--- config.mk ---
export PLATFORM = sky130hd
export DESIGN_NAME = onehot_sequencer_flat
export DESIGN_NICKNAME = d
export VERILOG_FILES = /design/src/rtl/onehot_pkg.sv /design/src/rtl/onehot_sequencer_if.sv /design/src/rtl/onehot_sequencer_dec.sv /design/src/rtl/onehot_sequencer.sv /design/src/flat_wrapper.sv
export SDC_FILE = /design/constraint.sdc
export NUM_CORES = 1
export LEC_CHECK = 0
export ABC_AREA = 0
export CORE_MARGIN = 4
export CORE_UTILIZATION = 50
export CTS_CLUSTER_DIAMETER = 30
export DETAILED_ROUTE_END_ITERATION = 10
export PLACE_DENSITY = 0.86
export SETUP_SLACK_MARGIN = 0.15
export SLEW_MARGIN = 20
export SYNTH_ARGS = -nofsm -noshare
export SYNTH_HDL_FRONTEND = slang
export SYNTH_SLANG_ARGS = --single-unit
--- constraint.sdc ---
create_clock -name clk -period 3.55 [get_ports clk]
set_input_delay 0.5325 -clock clk [delete_from_list [all_inputs] [get_ports clk]]
set_output_delay 0.5325 -clock clk [all_outputs]
set_load 0.05 [all_outputs]
--- src/rtl/onehot_pkg.sv ---
// Shared types for the one-hot decoder family.
// State encoding and index-width helper.
package onehot_pkg;

  typedef enum logic [1:0] {
    IDLE,
    HOLD,
    SWEEP
  } state_t;

  function automatic int log_w(input int w);
    return (w < 2) ? 1 : $clog2(w);
  endfunction

endpackage

--- src/rtl/onehot_sequencer_if.sv ---
// Request handshake for onehot_sequencer.
// Index, mode and dwell travel with valid/ready.
interface onehot_sequencer_if
  import onehot_pkg::*;
#(
  parameter int WIDTH      = 16,
  parameter int DWELL_BITS = 8
) ();

  localparam int LOG_WIDTH = log_w(WIDTH);

  logic                  in_valid;
  logic                  in_ready;
  logic [LOG_WIDTH-1:0]  encoded;
  logic                  scan;
  logic [DWELL_BITS-1:0] dwell;

  modport master (
    output in_valid, encoded, scan, dwell,
    input  in_ready
  );

  modport slave (
    input  in_valid, encoded, scan, dwell,
    output in_ready
  );

endinterface

--- src/rtl/onehot_sequencer_dec.sv ---
// Combinational binary-to-one-hot decoder.
// Out-of-range or disabled index yields all-zero.
module onehot_sequencer_dec #(
  parameter int WIDTH     = 16,
  parameter int LOG_WIDTH = 4
) (
  input  logic                 en,
  input  logic [LOG_WIDTH-1:0] idx,
  output logic [WIDTH-1:0]     one_hot
);

  // One bit per channel, at most one can match.
  always_comb begin
    one_hot = '0;
    for (int i = 0; i < WIDTH; i++) begin
      if (en && (idx == LOG_WIDTH'(i))) one_hot[i] = 1'b1;
    end
  end

endmodule

--- src/rtl/onehot_sequencer.sv ---
// Handshaked one-hot channel sequencer.
// Direct hold or round-robin sweep with dwell.
module onehot_sequencer
  import onehot_pkg::*;
#(
  parameter  int WIDTH      = 16,
  parameter  int DWELL_BITS = 8,
  localparam int LOG_WIDTH  = log_w(WIDTH)
) (
  input  logic                 clk,
  input  logic                 rst_n,
  onehot_sequencer_if.slave    req,
  output logic [WIDTH-1:0]     one_hot,
  output logic [LOG_WIDTH-1:0] index,
  output logic                 active,
  output logic                 wrap,
  output logic                 done,
  output logic                 err
);

  localparam int LW1 = LOG_WIDTH + 1;
  localparam logic [LOG_WIDTH-1:0] LAST =
    LOG_WIDTH'(WIDTH - 1);
  localparam logic [LOG_WIDTH-1:0] ONE_I =
    LOG_WIDTH'(1);
  localparam logic [DWELL_BITS-1:0] ONE_D =
    DWELL_BITS'(1);

  state_t                state_q, state_d;
  logic [DWELL_BITS-1:0] cnt_q, cnt_d;
  logic [DWELL_BITS-1:0] dwell_q, dwell_d;
  logic [LOG_WIDTH-1:0]  idx_q, idx_d;
  logic [LOG_WIDTH-1:0]  left_q, left_d;
  logic                  act_q, act_d;
  logic                  wrap_q, wrap_d;
  logic                  done_q, done_d;
  logic                  err_q, err_d;
  logic                  idle, fin, acc, oor;

  // left_q counts channels still to come after the current one.
  assign idle = (state_q == IDLE);
  assign fin  = (cnt_q == '0) && (left_q == '0);
  assign req.in_ready = idle || fin;
  assign acc  = req.in_valid && req.in_ready;
  assign oor  = {1'b0, req.encoded} >= LW1'(WIDTH);

  // Next state: advance the running request, then overlay an accept.
  always_comb begin
    state_d = state_q;
    cnt_d   = cnt_q;
    dwell_d = dwell_q;
    idx_d   = idx_q;
    left_d  = left_q;
    act_d   = act_q;
    wrap_d  = 1'b0;
    err_d   = 1'b0;
    unique case (1'b1)
      idle: state_d = IDLE;
      !idle && (cnt_q != '0): cnt_d = cnt_q - ONE_D;
      !idle && (cnt_q == '0) && (left_q != '0): begin
        idx_d  = (idx_q == LAST) ? '0 : idx_q + ONE_I;
        wrap_d = (idx_q == LAST);
        cnt_d  = dwell_q;
        left_d = left_q - ONE_I;
      end
      !idle && fin: begin
        state_d = IDLE;
        act_d   = 1'b0;
        idx_d   = '0;
        cnt_d   = '0;
        left_d  = '0;
      end
    endcase
    if (acc && oor) err_d = 1'b1;
    if (acc && !oor) begin
      state_d = req.scan ? SWEEP : HOLD;
      idx_d   = req.encoded;
      cnt_d   = req.dwell;
      dwell_d = req.dwell;
      left_d  = req.scan ? LAST : '0;
      act_d   = 1'b1;
      wrap_d  = 1'b0;
    end
    done_d = act_d && (cnt_d == '0) && (left_d == '0);
  end

  // State and registered outputs.
  always_ff @(posedge clk or negedge rst_n) begin
    if (!rst_n) begin
      state_q <= IDLE;
      cnt_q   <= '0;
      dwell_q <= '0;
      idx_q   <= '0;
      left_q  <= '0;
      act_q   <= 1'b0;
      wrap_q  <= 1'b0;
      done_q  <= 1'b0;
      err_q   <= 1'b0;
    end else begin
      state_q <= state_d;
      cnt_q   <= cnt_d;
      dwell_q <= dwell_d;
      idx_q   <= idx_d;
      left_q  <= left_d;
      act_q   <= act_d;
      wrap_q  <= wrap_d;
      done_q  <= done_d;
      err_q   <= err_d;
    end
  end

  assign index  = idx_q;
  assign active = act_q;
  assign wrap   = wrap_q;
  assign done   = done_q;
  assign err    = err_q;

  onehot_sequencer_dec #(
    .WIDTH     (WIDTH),
    .LOG_WIDTH (LOG_WIDTH)
  ) u_dec (
    .en      (act_q),
    .idx     (idx_q),
    .one_hot (one_hot)
  );

endmodule

--- src/flat_wrapper.sv ---
// flat-port wrapper written by rule: the top's interface ports become plain ports
module onehot_sequencer_flat import onehot_pkg::*;
#(
  parameter  int WIDTH      = 16,
  parameter  int DWELL_BITS = 8,
  localparam int LOG_WIDTH  = log_w(WIDTH)
)
  (clk, rst_n, one_hot, index, active, wrap, done, err, req_in_valid, req_encoded, req_scan, req_dwell, req_in_ready);
  onehot_sequencer_if #(.WIDTH(WIDTH), .DWELL_BITS(DWELL_BITS)) req_i ();
  input  logic clk;
  input  logic rst_n;
  output logic [WIDTH-1:0] one_hot;
  output logic [LOG_WIDTH-1:0] index;
  output logic active;
  output logic wrap;
  output logic done;
  output logic err;
  input wire logic [$bits(req_i.in_valid)-1:0] req_in_valid;
  input wire logic [$bits(req_i.encoded)-1:0] req_encoded;
  input wire logic [$bits(req_i.scan)-1:0] req_scan;
  input wire logic [$bits(req_i.dwell)-1:0] req_dwell;
  output wire logic [$bits(req_i.in_ready)-1:0] req_in_ready;
  assign req_i.in_valid = req_in_valid;
  assign req_i.encoded = req_encoded;
  assign req_i.scan = req_scan;
  assign req_i.dwell = req_dwell;
  assign req_in_ready = req_i.in_ready;
  onehot_sequencer #(.WIDTH(WIDTH), .DWELL_BITS(DWELL_BITS)) u_core (.clk(clk), .rst_n(rst_n), .req(req_i), .one_hot(one_hot), .index(index), .active(active), .wrap(wrap), .done(done), .err(err));
endmodule
==> results.sh <==
export IMPL_outcome="finished clean"
export IMPL_routabilityCongestion=0.9687
export IMPL_tritoncts="done"
export IMPL_post_cts_buffers=0
export IMPL_fin_crit_sh_pct=90.33
export IMPL_clkSinkCount=29
export IMPL_ys_types=53
export IMPL_yosysTopAreaCellShare_pct=37.49
export IMPL_grt_pass1_wl_um=8735
export IMPL_path_clk_slew_ns=0.06
export IMPL_slew_viol_final=0
export IMPL_dp_cells=314
export IMPL_synth_edff_count=0
export IMPL_synth_main_ff_cell="dfrtp_1"
export IMPL_synth_async_sr_flop_share_pct=100.0
export IMPL_io_pins=41
export IMPL_core_um2=3689
export IMPL_die_w_um=70.22
export IMPL_worst_slew_pin_slew_ns=0.9344
export IMPL_synth_nets=259
export IMPL_antenna_cells=0
export IMPL_p_comb_share_pct=49.4
export IMPL_powerDensity_nw_per_um2=748.2
export IMPL_wl_um=5289
export IMPL_power_frac_seq_pct=35.8
export IMPL_rows=22
export IMPL_avgSynthCellArea_um2=8.237
export IMPL_ys_warn_count=0
export IMPL_cts_buffers_inserted=5
export IMPL_vias=1947
export IMPL_critPathRequiredTime_ns=3.74
export IMPL_dieArea_um2=4931
export IMPL_clk_latency_ns=0.28
export IMPL_finalHoldViolations=0
export IMPL_postCtsHoldBufs=0
export IMPL_start_kind="flop"
export IMPL_clock_path_buffers=2
export IMPL_synth_top_area_cell="dfrtp_1"
export IMPL_layout_min_cycle_time_ns=3.207
export IMPL_critPathCaptureType="flop"
export IMPL_clock_power_share_pct=14.8
export IMPL_hp_class="reg2reg"
export IMPL_synth_common_cells="nand2_1, dfrtp_1, nor2_1, a21oi_1, inv_1"
export IMPL_p_switching_uw=847.4
export IMPL_ys_ff_latch=29
export IMPL_fmax_mhz=311.8
export IMPL_initial_core_util_pct=52.48
export IMPL_rsz0062_at_grt="false"
export IMPL_synth_most_common_cell="nand2_1"
export IMPL_drive_above_1_share_pct=8.059
export IMPL_ys_seq_area_share_pct=37.49
export IMPL_synthCells=235
export IMPL_maxCapViolCount=0
export IMPL_cp_data_arrival_time_ns=3.39
export IMPL_crit_type="reg2reg"
export IMPL_synth_area_top_cells="dfrtp_1, nand2_1, nor2_1"
export IMPL_via_per_inst=6.065
export IMPL_wire_per_inst_um=16.48
export IMPL_first_global_vias=1837
export IMPL_area_growth_pct=26.37
export IMPL_final_nets=297
export IMPL_cts_root_buf="clkbuf_8"
export IMPL_die_y_um=70.22
export IMPL_syn_area_um2=1936
export IMPL_hold_path_startpoint="u_core.dwell_q[5]"
export IMPL_grt_max_degree=30
export IMPL_grt_overflow=0
export IMPL_swShare_pct=46.30
export IMPL_port_buffers=39
export IMPL_detail_route_antenna_nets=0
export IMPL_startpoint="u_core.cnt_q[0]"
export IMPL_fin_setup_tns_ns=0
export IMPL_grt_usage_pct=22.03
export IMPL_stdcell_count=321
export IMPL_drc_errors=0
export IMPL_relSlewSlack_pct=37.48
export IMPL_dp_hpwl_um=3791
export IMPL_critical_path_max_fanout=8
export IMPL_intPower_uw=982.8
export IMPL_r2r_start="u_core.cnt_q[0]"
export IMPL_antenna_found_initial=0
export IMPL_cts_htree_levels=2
export IMPL_skew_ns=0.008511
export IMPL_drt_iter0_markers=202
export IMPL_dr_pass1_iters=7
export IMPL_leakage_uw=0.0009991
export IMPL_vdd_drop_max_uv=443.6
export IMPL_finalSetupViolCount=0
[flip-flops by register name (all words and copies together), names as in the netlist]
name            cells
u_core.wrap         1
u_core.active       1
u_core.state_q      2
u_core.index        4
u_core.cnt_q        8
u_core.done         1
u_core.left_q       4
u_core.dwell_q      8
[worst max-delay path: stages (launching register included)]
cell and delay, ns:
dfrtp_1 0.39, inv_1 0.11, ha_1 0.24, or3b_2 0.57
nor3_4 0.31, a21oi_2 0.13, a221o_1 0.37, or4_1 0.49
a2111oi_2 0.26, nor4b_2 0.24
[kinds of logic (layout without fill, tap and decap cells)]
kind of cell	after synthesis	in the layout	synth area share (%)
compound gates	56	56	21.33
mux	5	5	2.586
fa+ha+maj	8	8	5.172
buf+inv	24	62	5.365
simple gates	112	112	27.86
flops	29	29	37.49
other cells	1	1	0.1937
[power by group through the flow]
stage | clock (uW) | sequential (uW) | combinational (uW)
2_1_floorplan | 0 | 669 | 616
3_3_place_gp | 0 | 645 | 867
3_5_place_dp | 0 | 649 | 884
4_1_cts | 274 | 646 | 893
5_1_grt | 296 | 676 | 996
6_report | 271 | 656 | 903
[cell usage in the layout, fill, tap and decap left out, types with 2 or more instances in the layout]
| cell type | Yosys | final |
|---|---|---|
| or4_1 | 2 | 2 |
| o21ai_0 | 10 | 10 |
| a211oi_1 | 2 | 2 |
| o22ai_1 | 3 | 3 |
| or2_2 | 2 | 2 |
| inv_1 | 11 | 11 |
| nand4_1 | 2 | 2 |
| nand4b_1 | 2 | 2 |
| mux2i_1 | 5 | 5 |
| dfrtp_1 | 29 | 29 |
| a22o_1 | 4 | 4 |
| a31oi_1 | 2 | 2 |
| a221o_1 | 2 | 2 |
| clkdlybuf4s50_1 | 0 | 38 |
| nor2_1 | 29 | 29 |
| or3b_2 | 2 | 2 |
| ha_1 | 8 | 8 |
| a21oi_1 | 11 | 11 |
| nand2_1 | 47 | 47 |
| a2111oi_0 | 2 | 2 |
| nor3_1 | 7 | 7 |
| clkbuf_8 | 0 | 6 |
| a22oi_1 | 2 | 2 |
| nor4_1 | 2 | 2 |
| nor3b_1 | 3 | 3 |
| nand3_1 | 4 | 4 |
| buf_4 | 1 | 5 |
| a221oi_1 | 3 | 3 |
| or3_1 | 3 | 3 |
[final cells by class]
type | instances | area, um2
fill | 305 | 1242
multi-input combinational | 182 | 1106
sequential | 29 | 725.7
timing repair buffer | 44 | 426.7
clock buffer | 7 | 86.33
tap | 48 | 60.06
inverter | 11 | 41.29
[layer usage]
| layer | vias to the layer above | global-route usage (%) | part of all wire (%) |
|---|---|---|---|
| li1 | 914 | - | - |
| met1 | 930 | 29.85 | 44 |
| met2 | 93 | 33.78 | 48 |
| met3 | 10 | 5.612 | 7.1 |
| met4 | 0 | 7.872 | 1.2 |
| met5 | - | 0 | 0 |
[stage by stage]
| step | instance area [um2] | setup WS [ns] | util, % | total power (uW) | hold WS [ns] |
|---|---|---|---|---|---|
| floorplan | 1936 | 0.2807 | - | 1285 | 0.2369 |
| global placement | 2361 | 0.4599 | 64.01 | 1512 | 0.4798 |
| detailed placement | 2361 | 0.3881 | 64.01 | 1533 | 0.4740 |
| CTS | 2446 | 0.3623 | 66.32 | 1813 | 0.4922 |
| global route | 2446 | 0.1516 | 66.32 | 1968 | 0.5042 |
| finish | 2446 | 0.3433 | 66.32 | 1830 | 0.4892 |
[path summary, 6_finish.rpt]
check	endpoint	slack, ns	cells after the start
max	u_core.done	0.34	9
min	u_core.dwell_q[5]	0.49	2
max reg2reg	u_core.done	0.34	9
min reg2reg	u_core.dwell_q[5]	0.49	2
max in group asynchronous	u_core.dwell_q[5]	2.64	2
min in group asynchronous	u_core.state_q[0]	0.64	2
[repair_timing]
item / CTS / global route
endpoints found under the setup margin: 1 / 0
hold endpoints to repair: 0 / 0
resized for setup: 1 / 0
Power figures use the tool's default switching activity.
